### src/rtl/shape_fetch.sv
// Burst reader for fixed-stride shape records: issues FIELDS reads per record back to back,
// captures them after RD_LAT cycles and presents each decoded record on a valid/ready port.
module shape_fetch #(
  parameter int DATAB  = 3,
  parameter int FIELDS = 5,
  parameter int RD_LAT = 1,
  parameter int CORDW  = 9,
  parameter int ADDRW  = 20,
  parameter int DATAW  = 12,
  parameter int NUMW   = 12
) (
  input  logic             clk,
  input  logic             rst_n,
  input  logic             start,
  input  logic [NUMW-1:0]  id_first,
  input  logic [NUMW-1:0]  count,
  input  logic [ADDRW-1:0] ram_address_offset,
  output logic [ADDRW-1:0] ram_address,
  output logic             ram_enable,
  input  logic [DATAW-1:0] ram_data,
  output logic             busy,
  output logic             rec_valid,
  input  logic             rec_ready,
  output logic [NUMW-1:0]  rec_id,
  output logic [DATAW-1:0] ty,
  output logic [CORDW-1:0] x,
  output logic [CORDW-1:0] y,
  output logic [DATAW-1:0] size,
  output logic [DATAW-1:0] rotate,
  output logic             done
);

  localparam int PTRW = (DATAB > 0) ? DATAB : 1;
  localparam logic [PTRW-1:0] LAST_PTR = PTRW'(FIELDS - 1);

  typedef enum logic [2:0] {IDLE, ISSUE, WAIT, PRESENT, FINISH} state_t;

  state_t           state_q, state_d;
  logic [NUMW-1:0]  id_q, id_d;
  logic [NUMW-1:0]  cnt_q, cnt_d;
  logic [ADDRW-1:0] off_q, off_d;
  logic [PTRW-1:0]  ptr_q, ptr_d;
  logic [DATAW-1:0] ty_q, ty_d, size_q, size_d, rot_q, rot_d;
  logic [CORDW-1:0] x_q, x_d, y_q, y_d;

  logic             pipe_vld_q [RD_LAT];
  logic             pipe_vld_d [RD_LAT];
  logic [PTRW-1:0]  pipe_idx_q [RD_LAT];
  logic [PTRW-1:0]  pipe_idx_d [RD_LAT];

  logic             issue;
  logic             cap_vld;
  logic [PTRW-1:0]  cap_idx;
  logic             clr_fields;
  logic [ADDRW-1:0] id_ext;

  assign issue   = (state_q == ISSUE);
  assign cap_vld = pipe_vld_q[RD_LAT-1];
  assign cap_idx = pipe_idx_q[RD_LAT-1];
  assign id_ext  = ADDRW'(id_q);

  // The tag pipeline travels alongside each read so the field index is known when data lands.
  always_comb begin
    pipe_vld_d[0] = issue;
    pipe_idx_d[0] = ptr_q;
    for (int i = 1; i < RD_LAT; i++) begin
      pipe_vld_d[i] = pipe_vld_q[i-1];
      pipe_idx_d[i] = pipe_idx_q[i-1];
    end
  end

  always_comb begin
    // NOTE: every *_d takes its hold value first, so no branch below can infer a latch.
    state_d    = state_q;
    id_d       = id_q;
    cnt_d      = cnt_q;
    off_d      = off_q;
    ptr_d      = ptr_q;
    ty_d       = ty_q;
    x_d        = x_q;
    y_d        = y_q;
    size_d     = size_q;
    rot_d      = rot_q;
    clr_fields = 1'b0;

    if (cap_vld) begin
      case (int'(cap_idx))
        0:       ty_d   = ram_data;
        1:       x_d    = CORDW'(ram_data);
        2:       y_d    = CORDW'(ram_data);
        3:       size_d = ram_data;
        4:       rot_d  = ram_data;
        default: ;
      endcase
    end

    case (state_q)
      IDLE: begin
        if (start) begin
          if (count == '0) begin
            state_d = FINISH;
          end else begin
            id_d       = id_first;
            cnt_d      = count;
            off_d      = ram_address_offset;
            ptr_d      = '0;
            clr_fields = 1'b1;
            state_d    = ISSUE;
          end
        end
      end
      ISSUE: begin
        ptr_d = ptr_q + PTRW'(1);
        if (ptr_q == LAST_PTR) state_d = WAIT;
      end
      WAIT: begin
        if (cap_vld && (cap_idx == LAST_PTR)) state_d = PRESENT;
      end
      PRESENT: begin
        if (rec_ready) begin
          if (cnt_q == NUMW'(1)) begin
            state_d = FINISH;
          end else begin
            id_d       = id_q + NUMW'(1);
            cnt_d      = cnt_q - NUMW'(1);
            ptr_d      = '0;
            clr_fields = 1'b1;
            state_d    = ISSUE;
          end
        end
      end
      FINISH:  state_d = IDLE;
      default: state_d = IDLE;
    endcase

    if (clr_fields) begin
      ty_d   = '0;
      x_d    = '0;
      y_d    = '0;
      size_d = '0;
      rot_d  = '0;
    end
  end

  always_ff @(posedge clk) begin
    // NOTE: non-blocking assignments keep every flop sampling pre-edge values regardless of order.
    if (!rst_n) begin
      state_q <= IDLE;
      id_q    <= '0;
      cnt_q   <= '0;
      off_q   <= '0;
      ptr_q   <= '0;
      ty_q    <= '0;
      x_q     <= '0;
      y_q     <= '0;
      size_q  <= '0;
      rot_q   <= '0;
      // NOTE: the tag pipeline is reset (unlike a data RAM) so reads in flight are dropped.
      for (int i = 0; i < RD_LAT; i++) begin
        pipe_vld_q[i] <= 1'b0;
        pipe_idx_q[i] <= '0;
      end
    end else begin
      state_q <= state_d;
      id_q    <= id_d;
      cnt_q   <= cnt_d;
      off_q   <= off_d;
      ptr_q   <= ptr_d;
      ty_q    <= ty_d;
      x_q     <= x_d;
      y_q     <= y_d;
      size_q  <= size_d;
      rot_q   <= rot_d;
      for (int i = 0; i < RD_LAT; i++) begin
        pipe_vld_q[i] <= pipe_vld_d[i];
        pipe_idx_q[i] <= pipe_idx_d[i];
      end
    end
  end

  assign ram_enable  = issue;
  assign ram_address = issue ? (off_q + (id_ext << DATAB) + ADDRW'(ptr_q)) : '0;
  assign busy        = (state_q != IDLE);
  assign rec_valid   = (state_q == PRESENT);
  assign done        = (state_q == FINISH);
  assign rec_id      = id_q;
  assign ty          = ty_q;
  assign x           = x_q;
  assign y           = y_q;
  assign size        = size_q;
  assign rotate      = rot_q;

endmodule

### config.mk
export PLATFORM = sky130hd
export DESIGN_NAME = shape_fetch
export DESIGN_NICKNAME = d
export VERILOG_FILES = /design/src/rtl/shape_fetch.sv
export SDC_FILE = /design/constraint.sdc
export NUM_CORES = 1
export LEC_CHECK = 0
export CORE_MARGIN = 4
export CORE_UTILIZATION = 35
export CTS_BUF_LIST = sky130_fd_sc_hd__clkbuf_16
export DETAILED_ROUTE_END_ITERATION = 16
export PLACE_DENSITY = 0.63
export SLEW_MARGIN = 20
export SYNTH_ARGS = -nofsm -noshare
export SYNTH_HDL_FRONTEND = slang
export SYNTH_SLANG_ARGS = --single-unit
### constraint.sdc
create_clock -name clk -period 3.4 [get_ports clk]
set_input_delay 0.68 -clock clk [delete_from_list [all_inputs] [get_ports clk]]
set_output_delay 0.68 -clock clk [all_outputs]
set_load 0.01 [all_outputs]
==> implementation parameters <==
Parameter                              Value

Outcome
  Outcome    complete, but fails checks
  Violations in the final reports    negative setup slack

Setup path
  Required time at the worst-slack endpoint    2.72 ns
  Crit path largest cell delay    0.38 ns
  Cell Chain, Critical Path    ha_4, fa_2, a21o_1, a221oi_2, o22a_1, buf_4, o211ai_1, buf_4, a31oi_1, a41o_1, buf_2
  Critical-path maximum fanout    3
  Cell with the largest stage delay on the worst path    sky130_fd_sc_hd__fa_2
  CP Buf/Inv Count    3
  Worst path top cell family by delay    compound AO/OA/AOI/OAI gates
  Data arrival time of the critical path    2.72 ns
  Critical path class    reg -> out
  Kind of end point of the critical path    output port
  Critical path's most frequent cell    sky130_fd_sc_hd__buf_4
  CP startpoint kind    flop

STA
  Slew HR    49.0%
  Number of hold-slack violations in the final timing report    0
  Final min period    3.40 ns
  Clock Skews    0.0109 ns
  Unrepaired setup endpoints after global routing    yes
  Timing-limited maximum frequency    294 MHz
  Final setup TNS    -0.00376 ns
  Actual transition at the worst max-transition pin    0.760 ns
  Max-slew violation count    0
  Final period util    100%
  Endpoints failing setup    1
  Worst path setup slack after routing    -0.00376 ns

Finish
  Final Util    49.1%
  Antenna cells    0
  Multi-input gate area    3360 µm²
  Area of all sequential standard cells    2170 µm²
  Share of final-layout standard cells stronger than drive strength 1    10.7%
  Fillers    1562
  Layout Area Growth over Synthesis    36.9%
  Nets    945
  Post-route non-filler standard cell count    1085

Clock tree
  Inserted Clock Buffers    9
  Maximum root-to-sink buffer count    2
  Post-CTS Hold Fix Bufs    0
  Clock network latency to the later pin of the worst-skew pair    0.36 ns
  CTS tree    built
  CTS Root Cell    sky130_fd_sc_hd__clkbuf_16
  Clock-pin slew on the worst setup and hold paths    0.08 ns
  Clock sink count    108
  Clock H-tree levels    3

Logic synthesis
  Adder-cell share of the synthesized area    4.73%
  Number of synthesized register bits    108
  Largest area contributor in the netlist    sky130_fd_sc_hd__dfxtp_1
  Combinational family with the most area after synthesis    simple AND/OR/NAND/NOR gates
  Synthesized netlist net count    796
  Parity-gate share of the synthesized area counting xor and xnor cells    1.69%
  Total of warnings raised by yosys    0
  Post-synth design cell area    5720 µm²
  Most instantiated cells after synthesis    sky130_fd_sc_hd__nand2_1, sky130_fd_sc_hd__dfxtp_1, sky130_fd_sc_hd__a21oi_1
  Register area share after synthesis    37.8%
  Post-synth ARST share    0%
  Mean post-synth cell area    8.00 µm²
  Count of distinct cell types in the synthesized netlist    60
  Top cells by area in the synthesized netlist    sky130_fd_sc_hd__dfxtp_1, sky130_fd_sc_hd__nand2_1, sky130_fd_sc_hd__a21oi_1
  Multiplexer share of the synthesized area    4.42%
  Count leader, synth    sky130_fd_sc_hd__nand2_1
  Area share of the leading cell type in the synthesized netlist    37.8%
  Compound-gate portion of the synthesized area    21.4%
  Simple-gate portion of the synthesized area    24.9%
  Number of enable-type register cells in the synthesized netlist    0
  Synthesized instance count    715
  Dominant synthesized flop cell    sky130_fd_sc_hd__dfxtp_1

Floorplan
  Starting utilization of the core area    35.9%
  I/O pins    150
  Overall die width    136 µm
  Floorplan row count    46
  Height of the chip    136 µm
  CORE AREA    15900 µm²
  Die area    18400 µm²

Pwr
  Peak supply drop    270 µV
  P_leak    2.98 nW
  Power density of the placed cells    369 nW/µm²

Global routing
  Wire length of the first global-routing pass    26700 µm
  Pin count of the biggest net entering global routing    56
  Via count of the first global-routing pass    5105
  Antenna violations before repair    2
  Total congestion overflow    0
  Global router's overall resource usage    18.3%

Detailed routing
  Total routed wirelength    16700 µm
  Detailed-route via count    5463
  Detail-routed net length per standard cell    15.4 µm
  Iteration-0 DRC count of the detailed router    394
  Via-per-instance ratio    5.04
  Iteration count of the initial detailed-routing pass    5
  Count of unresolved DRC violations after routing    0
  Number of nets with antenna violations after routing    0

Placement
  Number of placed instances with taps included    1060
  Number of port buffers    149
  Setup WS pre-CTS    0.0487 ns
  Dpl hpwl    12200 µm
  Final weighted congestion in routability-driven placement    0.906

Min path
  Worst min path class    reg -> reg

Job
  Number of max-cap violations    0
## report_power, final
group          internal, mW  total [mW]  switching [mW]  leakage, nW
sequential             1.31        1.35          0.0445        0.880
combinational         0.246       0.508           0.261         1.98
clock                 0.508        1.03           0.520        0.127
total                  2.06        2.89           0.826         2.98
## metrics by stage
stage	cell area, µm²	hold WS (ns)	total power [mW]
2_1_floorplan	5720	0.458	1.66
3_3_place_gp	7400	0.441	1.88
3_5_place_dp	7400	0.445	1.88
4_1_cts	7740	0.456	2.91
5_1_grt	7830	0.478	3.04
6_report	7830	0.454	2.89
## registers in the layout, summed over array words and instances (netlist names)
signal and cells:
off_q 20, cnt_q 12, rec_id 12, rotate 12, size 12, ty 12
x 9, y 9, pipe_idx_d 3, pipe_idx_q 3, state_q 3, pipe_vld_q 1
## tightest hold or removal path, cell delays in order (launching register included)
cell	delay (ns)
sky130_fd_sc_hd__dfxtp_1	0.31
sky130_fd_sc_hd__nand2_1	0.05
sky130_fd_sc_hd__a21oi_1	0.05
## cells in the final DEF (no fill, tap or decap), types with 7 or more instances in the layout
| cell type | instances |
|---|---|
| sky130_fd_sc_hd__nand2_1 | 155 |
| sky130_fd_sc_hd__clkdlybuf4s50_1 | 134 |
| sky130_fd_sc_hd__dfxtp_1 | 105 |
| sky130_fd_sc_hd__a21oi_1 | 67 |
| sky130_fd_sc_hd__nor2_1 | 42 |
| sky130_fd_sc_hd__buf_4 | 29 |
| sky130_fd_sc_hd__o21ai_0 | 27 |
| sky130_fd_sc_hd__nor2b_1 | 24 |
| sky130_fd_sc_hd__mux2i_1 | 23 |
| sky130_fd_sc_hd__nand3_1 | 16 |
| sky130_fd_sc_hd__and2_1 | 16 |
| sky130_fd_sc_hd__a21oi_2 | 16 |
| sky130_fd_sc_hd__ha_1 | 16 |
| sky130_fd_sc_hd__nor3_1 | 15 |
| sky130_fd_sc_hd__inv_1 | 13 |
| sky130_fd_sc_hd__a21o_1 | 11 |
| sky130_fd_sc_hd__a31oi_1 | 10 |
| sky130_fd_sc_hd__clkbuf_16 | 9 |
| sky130_fd_sc_hd__and3_1 | 8 |
| sky130_fd_sc_hd__a21boi_0 | 8 |
| sky130_fd_sc_hd__nand2b_1 | 7 |
| sky130_fd_sc_hd__a21boi_1 | 7 |
## timing repair
action	CTS	global route
setup endpoints to repair	13	12
hold endpoints to repair	0	0
resized for setup	31	21
pin swaps	7	11
buffers inserted	5	5
## per-layer routing
layer / global-route usage, % / up-vias / share of wire, %
met5: 0 / - / 0.16
met2: 28.3 / 190 / 44
li1: - / 2773 / -
met1: 25.4 / 2477 / 46
met4: 4.82 / 4 / 1.2
met3: 4.49 / 19 / 8.3
## layout make-up
cell class | instances | share of cell area (%)
clock buffers | 9 | 2.88
clock inverters | 7 | 0.751
inverters | 14 | 0.703
multi-input cells | 553 | 43.0
flip-flops and latches | 108 | 27.7
well taps | 216 | 3.45
repair buffers | 178 | 21.6
## path summary, 6_finish.rpt
check / startpoint / endpoint / slack (ns) / cells after the start
setup reg to reg: cnt_q[8] / rotate[11] / 1.26 / 5
hold / removal: y[4] / y[4] / 0.45 / 2
hold reg to reg: y[4] / y[4] / 0.45 / 2
setup / recovery: pipe_idx_d[0] / ram_address[16] / -0.004 / 11
## logic make-up after synthesis
logic type / after synthesis
simple gates: 307
compound gates: 190
flops: 108
buf+inv: 54
mux: 24
fa+ha+maj: 21
xor+xnor: 11
(Power assumes the default switching activity.)
